`src/rtl/regfile_mp_if.sv`:
```
// Register-file access bundle: two WB-side write lanes, NUM_RD ID-side read lanes,
// plus the ready and write-conflict status flags.
interface regfile_mp_if #(
    parameter int DATA_W = 32,
    parameter int ADDR_W = 5,
    parameter int NUM_RD = 2
);
    logic                       we0;
    logic [ADDR_W-1:0]          waddr0;
    logic [DATA_W-1:0]          wdata0;
    logic                       we1;
    logic [ADDR_W-1:0]          waddr1;
    logic [DATA_W-1:0]          wdata1;
    logic [NUM_RD-1:0]          re;
    logic [NUM_RD*ADDR_W-1:0]   raddr;
    logic [NUM_RD*DATA_W-1:0]   rdata;
    logic                       ready;
    logic                       wconf;

    modport master (
        output we0, waddr0, wdata0,
        output we1, waddr1, wdata1,
        output re, raddr,
        input  rdata, ready, wconf
    );

    modport slave (
        input  we0, waddr0, wdata0,
        input  we1, waddr1, wdata1,
        input  re, raddr,
        output rdata, ready, wconf
    );
endinterface

```
`src/rtl/regfile_mp.sv`:
```
// Multi-port register file: r0 hardwired zero, two prioritised write ports, per-lane
// write-to-read bypass, and a post-reset sweep that clears r1..rN without resetting the array.
module regfile_mp #(
    parameter int DATA_W = 32,
    parameter int ADDR_W = 5,
    parameter int NUM_RD = 2
) (
    input logic        clk,
    input logic        rst,
    regfile_mp_if.slave bus
);
    localparam int DEPTH = 2 ** ADDR_W;
    localparam logic [ADDR_W-1:0] LAST = ADDR_W'(DEPTH - 1);

    logic [DATA_W-1:0] regs [DEPTH];
    logic [ADDR_W-1:0] init_ptr;
    logic              ready;
    logic              active;
    logic              wr0;
    logic              wr1;
    logic              same_addr;

    assign active    = ready & ~rst;
    assign same_addr = (bus.waddr0 == bus.waddr1);
    assign wr1       = active & bus.we1 & (bus.waddr1 != '0);
    // Port 1 wins a same-address collision; port 0 data is dropped.
    assign wr0       = active & bus.we0 & (bus.waddr0 != '0) & ~(wr1 & same_addr);

    assign bus.wconf = active & bus.we0 & bus.we1 & same_addr & (bus.waddr0 != '0);
    assign bus.ready = ready;

    always_ff @(posedge clk) begin
        if (rst) begin
            ready    <= 1'b0;
            init_ptr <= ADDR_W'(1);
        end else if (!ready) begin
            if (init_ptr == LAST) begin
                ready <= 1'b1;
            end else begin
                init_ptr <= init_ptr + 1'b1;
            end
        end
    end

    // The array has no reset; the clear sweep walks one entry per cycle instead.
    always_ff @(posedge clk) begin
        if (!rst) begin
            if (!ready) begin
                regs[init_ptr] <= '0;
            end else begin
                if (wr0) regs[bus.waddr0] <= bus.wdata0;
                if (wr1) regs[bus.waddr1] <= bus.wdata1;
            end
        end
    end

    for (genvar i = 0; i < NUM_RD; i++) begin : g_rd
        logic [ADDR_W-1:0] addr;
        logic [DATA_W-1:0] lane;

        assign addr = bus.raddr[i*ADDR_W +: ADDR_W];

        always_comb begin
            lane = '0;
            if (!active || !bus.re[i] || addr == '0) begin
                lane = '0;
            end else if (bus.we1 && bus.waddr1 == addr) begin
                lane = bus.wdata1;
            end else if (bus.we0 && bus.waddr0 == addr) begin
                lane = bus.wdata0;
            end else begin
                lane = regs[addr];
            end
        end

        assign bus.rdata[i*DATA_W +: DATA_W] = lane;
    end
endmodule

```
`src/flat_wrapper.sv`:
```
// flat-port wrapper written by rule: the top's interface ports become plain ports
module regfile_mp_flat 
#(
    parameter int DATA_W = 32,
    parameter int ADDR_W = 5,
    parameter int NUM_RD = 2
)
  (clk, rst, bus_we0, bus_waddr0, bus_wdata0, bus_we1, bus_waddr1, bus_wdata1, bus_re, bus_raddr, bus_rdata, bus_ready, bus_wconf);
  regfile_mp_if #(.DATA_W(DATA_W), .ADDR_W(ADDR_W), .NUM_RD(NUM_RD)) bus_i ();
  input logic clk;
  input logic rst;
  input wire logic [$bits(bus_i.we0)-1:0] bus_we0;
  input wire logic [$bits(bus_i.waddr0)-1:0] bus_waddr0;
  input wire logic [$bits(bus_i.wdata0)-1:0] bus_wdata0;
  input wire logic [$bits(bus_i.we1)-1:0] bus_we1;
  input wire logic [$bits(bus_i.waddr1)-1:0] bus_waddr1;
  input wire logic [$bits(bus_i.wdata1)-1:0] bus_wdata1;
  input wire logic [$bits(bus_i.re)-1:0] bus_re;
  input wire logic [$bits(bus_i.raddr)-1:0] bus_raddr;
  output wire logic [$bits(bus_i.rdata)-1:0] bus_rdata;
  output wire logic [$bits(bus_i.ready)-1:0] bus_ready;
  output wire logic [$bits(bus_i.wconf)-1:0] bus_wconf;
  assign bus_i.we0 = bus_we0;
  assign bus_i.waddr0 = bus_waddr0;
  assign bus_i.wdata0 = bus_wdata0;
  assign bus_i.we1 = bus_we1;
  assign bus_i.waddr1 = bus_waddr1;
  assign bus_i.wdata1 = bus_wdata1;
  assign bus_i.re = bus_re;
  assign bus_i.raddr = bus_raddr;
  assign bus_rdata = bus_i.rdata;
  assign bus_ready = bus_i.ready;
  assign bus_wconf = bus_i.wconf;
  regfile_mp #(.DATA_W(DATA_W), .ADDR_W(ADDR_W), .NUM_RD(NUM_RD)) u_core (.clk(clk), .rst(rst), .bus(bus_i));
endmodule
```
`config.mk`:
```
export PLATFORM = sky130hd
export DESIGN_NAME = regfile_mp_flat
export DESIGN_NICKNAME = d
export VERILOG_FILES = /design/src/rtl/regfile_mp_if.sv /design/src/rtl/regfile_mp.sv /design/src/flat_wrapper.sv
export SDC_FILE = /design/constraint.sdc
export NUM_CORES = 2
export LEC_CHECK = 0
export BUFFER_PORTS_ARGS = -buffer_cell sky130_fd_sc_hd__buf_2
export CAP_MARGIN = 20
export CORE_MARGIN = 1.5
export CORE_UTILIZATION = 34
export DETAILED_ROUTE_END_ITERATION = 8
export GPL_TIMING_DRIVEN = 1
export HOLD_SLACK_MARGIN = 0.05
export PLACE_DENSITY_LB_ADDON = 0.1
export SYNTH_ARGS = -nofsm -noshare
export SYNTH_HDL_FRONTEND = slang
export SYNTH_SLANG_ARGS = --single-unit
```
`constraint.sdc`:
```
create_clock -name clk -period 5.7 [get_ports clk]
set_clock_uncertainty 0.2 [all_clocks]
set_input_delay 0.285 -clock clk [delete_from_list [all_inputs] [get_ports clk]]
set_output_delay 0.285 -clock clk [all_outputs]
set_load 0.1 [all_outputs]
```
==> impl_metrics.py <==
metrics = {
    "grt": {
        "track_usage_pct": 27.1,
        "grt_pass1_vias": 42500,
        "grt_overflow": 0,
        "antenna_found_initial": 3,
        "grt_max_degree": 88,
        "grt_pass1_wl_um": 340000,
    },
    "pwr": {
        "seqPwrFrac_pct": 46.7,
        "intPower_mw": 13.5,
        "p_sw_mw": 4.40,
        "p_leak_nw": 19.8,
        "p_total_mw": 17.8,
        "vdd.ir_drop.worst_uv": 334,
        "pwr-share-comb_pct": 7.9,
        "swShare_pct": 24.6,
        "p_per_area_nw_per_um2": 262,
        "clkPwrFrac_pct": 45.4,
    },
    "yosys": {
        "synth_top_area_cell": "edfxtp_1",
        "synthTopCellsByArea": "edfxtp_1 (51%), mux4_2 (22%), o21ai_0 (8.6%)",
        "synthCells": 4987,
        "yosys_most_used_dff": "edfxtp_1",
        "ys_seq_area_share_pct": 51.7,
        "ys_ff_latch": 1030,
        "synth_top_area_share_pct": 51.5,
        "syn_avg_cell_area_sq_um": 12.0,
        "synthArstFlopShare_pct": 0,
        "synth_nets": 5079,
        "synth_edf_count": 1024,
        "yosysUniqueCellTypes": 58,
        "yosysWarnings": 0,
        "netlist_area_sq_um": 59700,
    },
    "timing": {
        "worstMarginPinSlew_ns": 1.13,
        "fmax_mhz": 218,
        "tns_ns": 0,
        "rsz0062_at_grt": "no",
        "finalCritPeriodShare_pct": 80.5,
        "max_slew_margin_pct": 24.6,
        "timing.hold.ws_ns": 0.0588,
        "finalSetupViolations": 0,
        "layout_min_cycle_time_ns": 4.59,
        "hold_viol": 0,
        "drv_slew": 0,
    },
    "clock_tree": {
        "clock_latency_ns": 0.78,
        "cts_setup_buffers": 0,
        "clock_sinks": 1030,
        "cts_root_buf": "clkbuf_16",
        "htreeDepth": 4,
        "clockBufferDepth": 3,
        "path_clk_slew_ns": 0.06,
        "cts-buffers-inserted": 131,
        "cts_tree": "yes",
    },
    "status": {
        "outcome": "finished clean",
    },
    "floorplan": {
        "die_w_um": 422,
        "coreArea_sq_um": 174000,
        "rows": 153,
        "die_area_sq_um": 178000,
        "initial_utilization_pct": 34.3,
        "die_h_um": 422,
        "pin_count": 156,
    },
    "worst_setup_path": {
        "crit_path_max_incr_delay_ns": 0.88,
        "crit_buf_inv": 2,
        "crit_chain": "nor2b_1 -> o211ai_1 -> o21ba_4 -> buf_12 -> nand3_1 -> nand3_1 -> buf_2",
        "critPathSlowestCell": "o21ba_4",
        "critical-path-top-delay-family": "compound AO/OA/AOI/OAI gates",
        "end_kind": "primary output",
        "worstSetupStartpointType": "flip-flop",
        "r2r_start": "u_core.bus.ready$_SDFF_PP0_",
        "r2r-end": "u_core.regs[22][10]$_DFFE_PP_",
        "rrSetupSlack_ns": 1.43,
        "r2r_cells": 7,
        "crit_fanout": 53,
        "crit_arrival_ns": 4.10,
        "crit_path_frequent_cell": "nand3_1",
        "crit_type": "flip-flop to primary output",
        "cp.required_ns": 5.22,
    },
    "hold_path": {
        "min_to": "u_core.regs[0][16]$_DFFE_PP_",
        "min_path_type": "input port to flip-flop",
        "whs_path_depth": 3,
        "min-delay-start": "bus_wdata0[16]",
    },
    "detailed_routing": {
        "wl_met1_um": 102000,
        "top_layer": "met5",
        "wl_met2_um": 119000,
        "routedWlPerCell_um": 33.7,
        "via_count": 43500,
        "route.met3.wl_um": 15600,
        "drtIter0Drc": 4968,
        "via_per_inst": 5.99,
        "drt-total-wl_um": 245000,
        "drc_errors": 0,
        "postRouteAntennaNets": 0,
        "drt-pass1-iter-count": 8,
    },
    "layout": {
        "drive_gt1_share_pct": 23.7,
        "fin_area_sq_um": 68100,
        "finalNetCount": 4930,
        "synthToLayoutAreaGrowth_pct": 14.0,
    },
    "placed_design": {
        "hpwl_um": 144000,
        "portBuffers": 155,
        "post_dp_cell_area_sq_um": 63300,
        "place.gp.congestion": 0.800,
    },
    "job": {
        "maxCapViolations": 0,
    },
}
==> repair_timing <==
| action | 4_1_cts | 5_1_grt |
|---|---|---|
| hold buffers | 43 | 4 |
| resized for setup | 0 | 0 |
| hold endpoints to repair | 911 | 47 |
==> routing by layer <==
layer | vias up | track usage (%)
met5 | - | 0
met4 | 2 | 8.78
met3 | 354 | 3.60
met2 | 1883 | 44.9
met1 | 22500 | 36.8
li1 | 18700 | -
==> cell type report <==
| cell class | instances | area, sq um |
|---|---|---|
| well taps | 2325 | 2910 |
| fillers | 16400 | 106000 |
| clock buffers | 159 | 3510 |
| repair buffers | 372 | 3290 |
| inverters | 41 | 154 |
| flip-flops and latches | 1030 | 30900 |
| clock inverters | 68 | 527 |
| multi-input cells | 3262 | 26900 |
| diodes | 1 | 2.50 |
==> flip-flops by register name, indices dropped and copies added (netlist names) <==
name and flops:
u_core.regs 1024, u_core.init_ptr 5, u_core.bus.ready 1
==> worst register-to-register path: stages, from the launching register on <==
cell and delay, ns:
dfxtp_1 0.50, and3b_1 0.35, a21bo_2 0.30, a31oi_4 0.59, buf_12 0.32, mux2_2 0.48
o22ai_4 0.78, buf_4 0.40
==> synth_stat cells, types with 13 or more instances <==
library cell  number
a21oi_1           13
a22oi_1           68
a32oi_1           63
buf_1             86
buf_2             64
clkbuf_1         493
edfxtp_1        1024
inv_1             41
mux2i_1           72
mux4_2           571
nand2_1         1035
nand3_1          194
nor2_1            45
o21ai_0         1030
o21ai_1           26
o22ai_1           28
xnor2_1           14
xor2_1            14
==> cells in the final DEF (no fill, tap or decap), drive strengths merged, types with 3 or more instances in the layout <==
cell,n
mux2,3
nor3,6
xor2,14
a22oi,68
nand4,4
nor4,4
or4,4
buf,325
o211ai,3
xnor2,14
nor2b,9
inv,48
a31oi,3
o21ai,1056
dfxtp,6
bufinv,6
a21oi,13
mux2i,72
mux4,571
nand3,194
o22ai,28
clkinv,55
edfxtp,1024
nand2,1041
and2,7
nand2b,6
nor3b,3
a32oi,63
dlygate4sd3,47
nor2,45
clkbuf,159
==> per-stage QoR <==
| stage | instances | worst slack [ns] | util, % |
|---|---|---|---|
| after floorplan | 4987 | 0.985 | - |
| after global placement | 6961 | 1.27 | 36.3 |
| after detailed placement | 6966 | 1.23 | 36.3 |
| after CTS | 7236 | 1.12 | 38.9 |
| after global routing | 7258 | 0.975 | 39.1 |
| final | 7258 | 1.11 | 39.1 |
==> logic make-up (layout without fill, tap and decap cells) <==
family                     after synthesis  in the layout  synth area share (%)
muxes                                  646            646                  22.8
and+or+nand+nor                       1335           1335                  9.11
xor gates and xnor gates                28             28                 0.410
DFF                                   1030           1030                  51.7
buffers and inverters                  695            640                  4.60
AOI/OAI and AO/OA                     1251           1251                  11.4
adders and majority gates                2              2                0.0419
other                                    0              1                     0
==> power by group through the flow <==
stage	logic, mW	registers, mW	clock network [mW]
global placement	1.38	8.49	0
floorplan	0.841	8.48	0
CTS	1.41	8.34	8.23
finish	1.40	8.34	8.11
detailed placement	1.38	8.49	0
global route	1.46	8.34	8.49
==> how the worst max path moves through the flow <==
stage                                startpoint  slack [ns]                             to  depth (start not counted)
floorplan           u_core.bus.ready$_SDFF_PP0_        0.99   u_core.regs[22][0]$_DFFE_PP_                          7
global route        u_core.bus.ready$_SDFF_PP0_        0.97                  bus_rdata[16]                          7
detailed placement                bus_waddr1[0]        1.23   u_core.regs[3][14]$_DFFE_PP_                          7
finish              u_core.bus.ready$_SDFF_PP0_        1.11                  bus_rdata[19]                          7
CTS                 u_core.bus.ready$_SDFF_PP0_        1.12                  bus_rdata[19]                          7
global placement                  bus_waddr1[0]        1.27  u_core.regs[22][10]$_DFFE_PP_                          8
No activity file was read; power rests on OpenSTA's default activity.
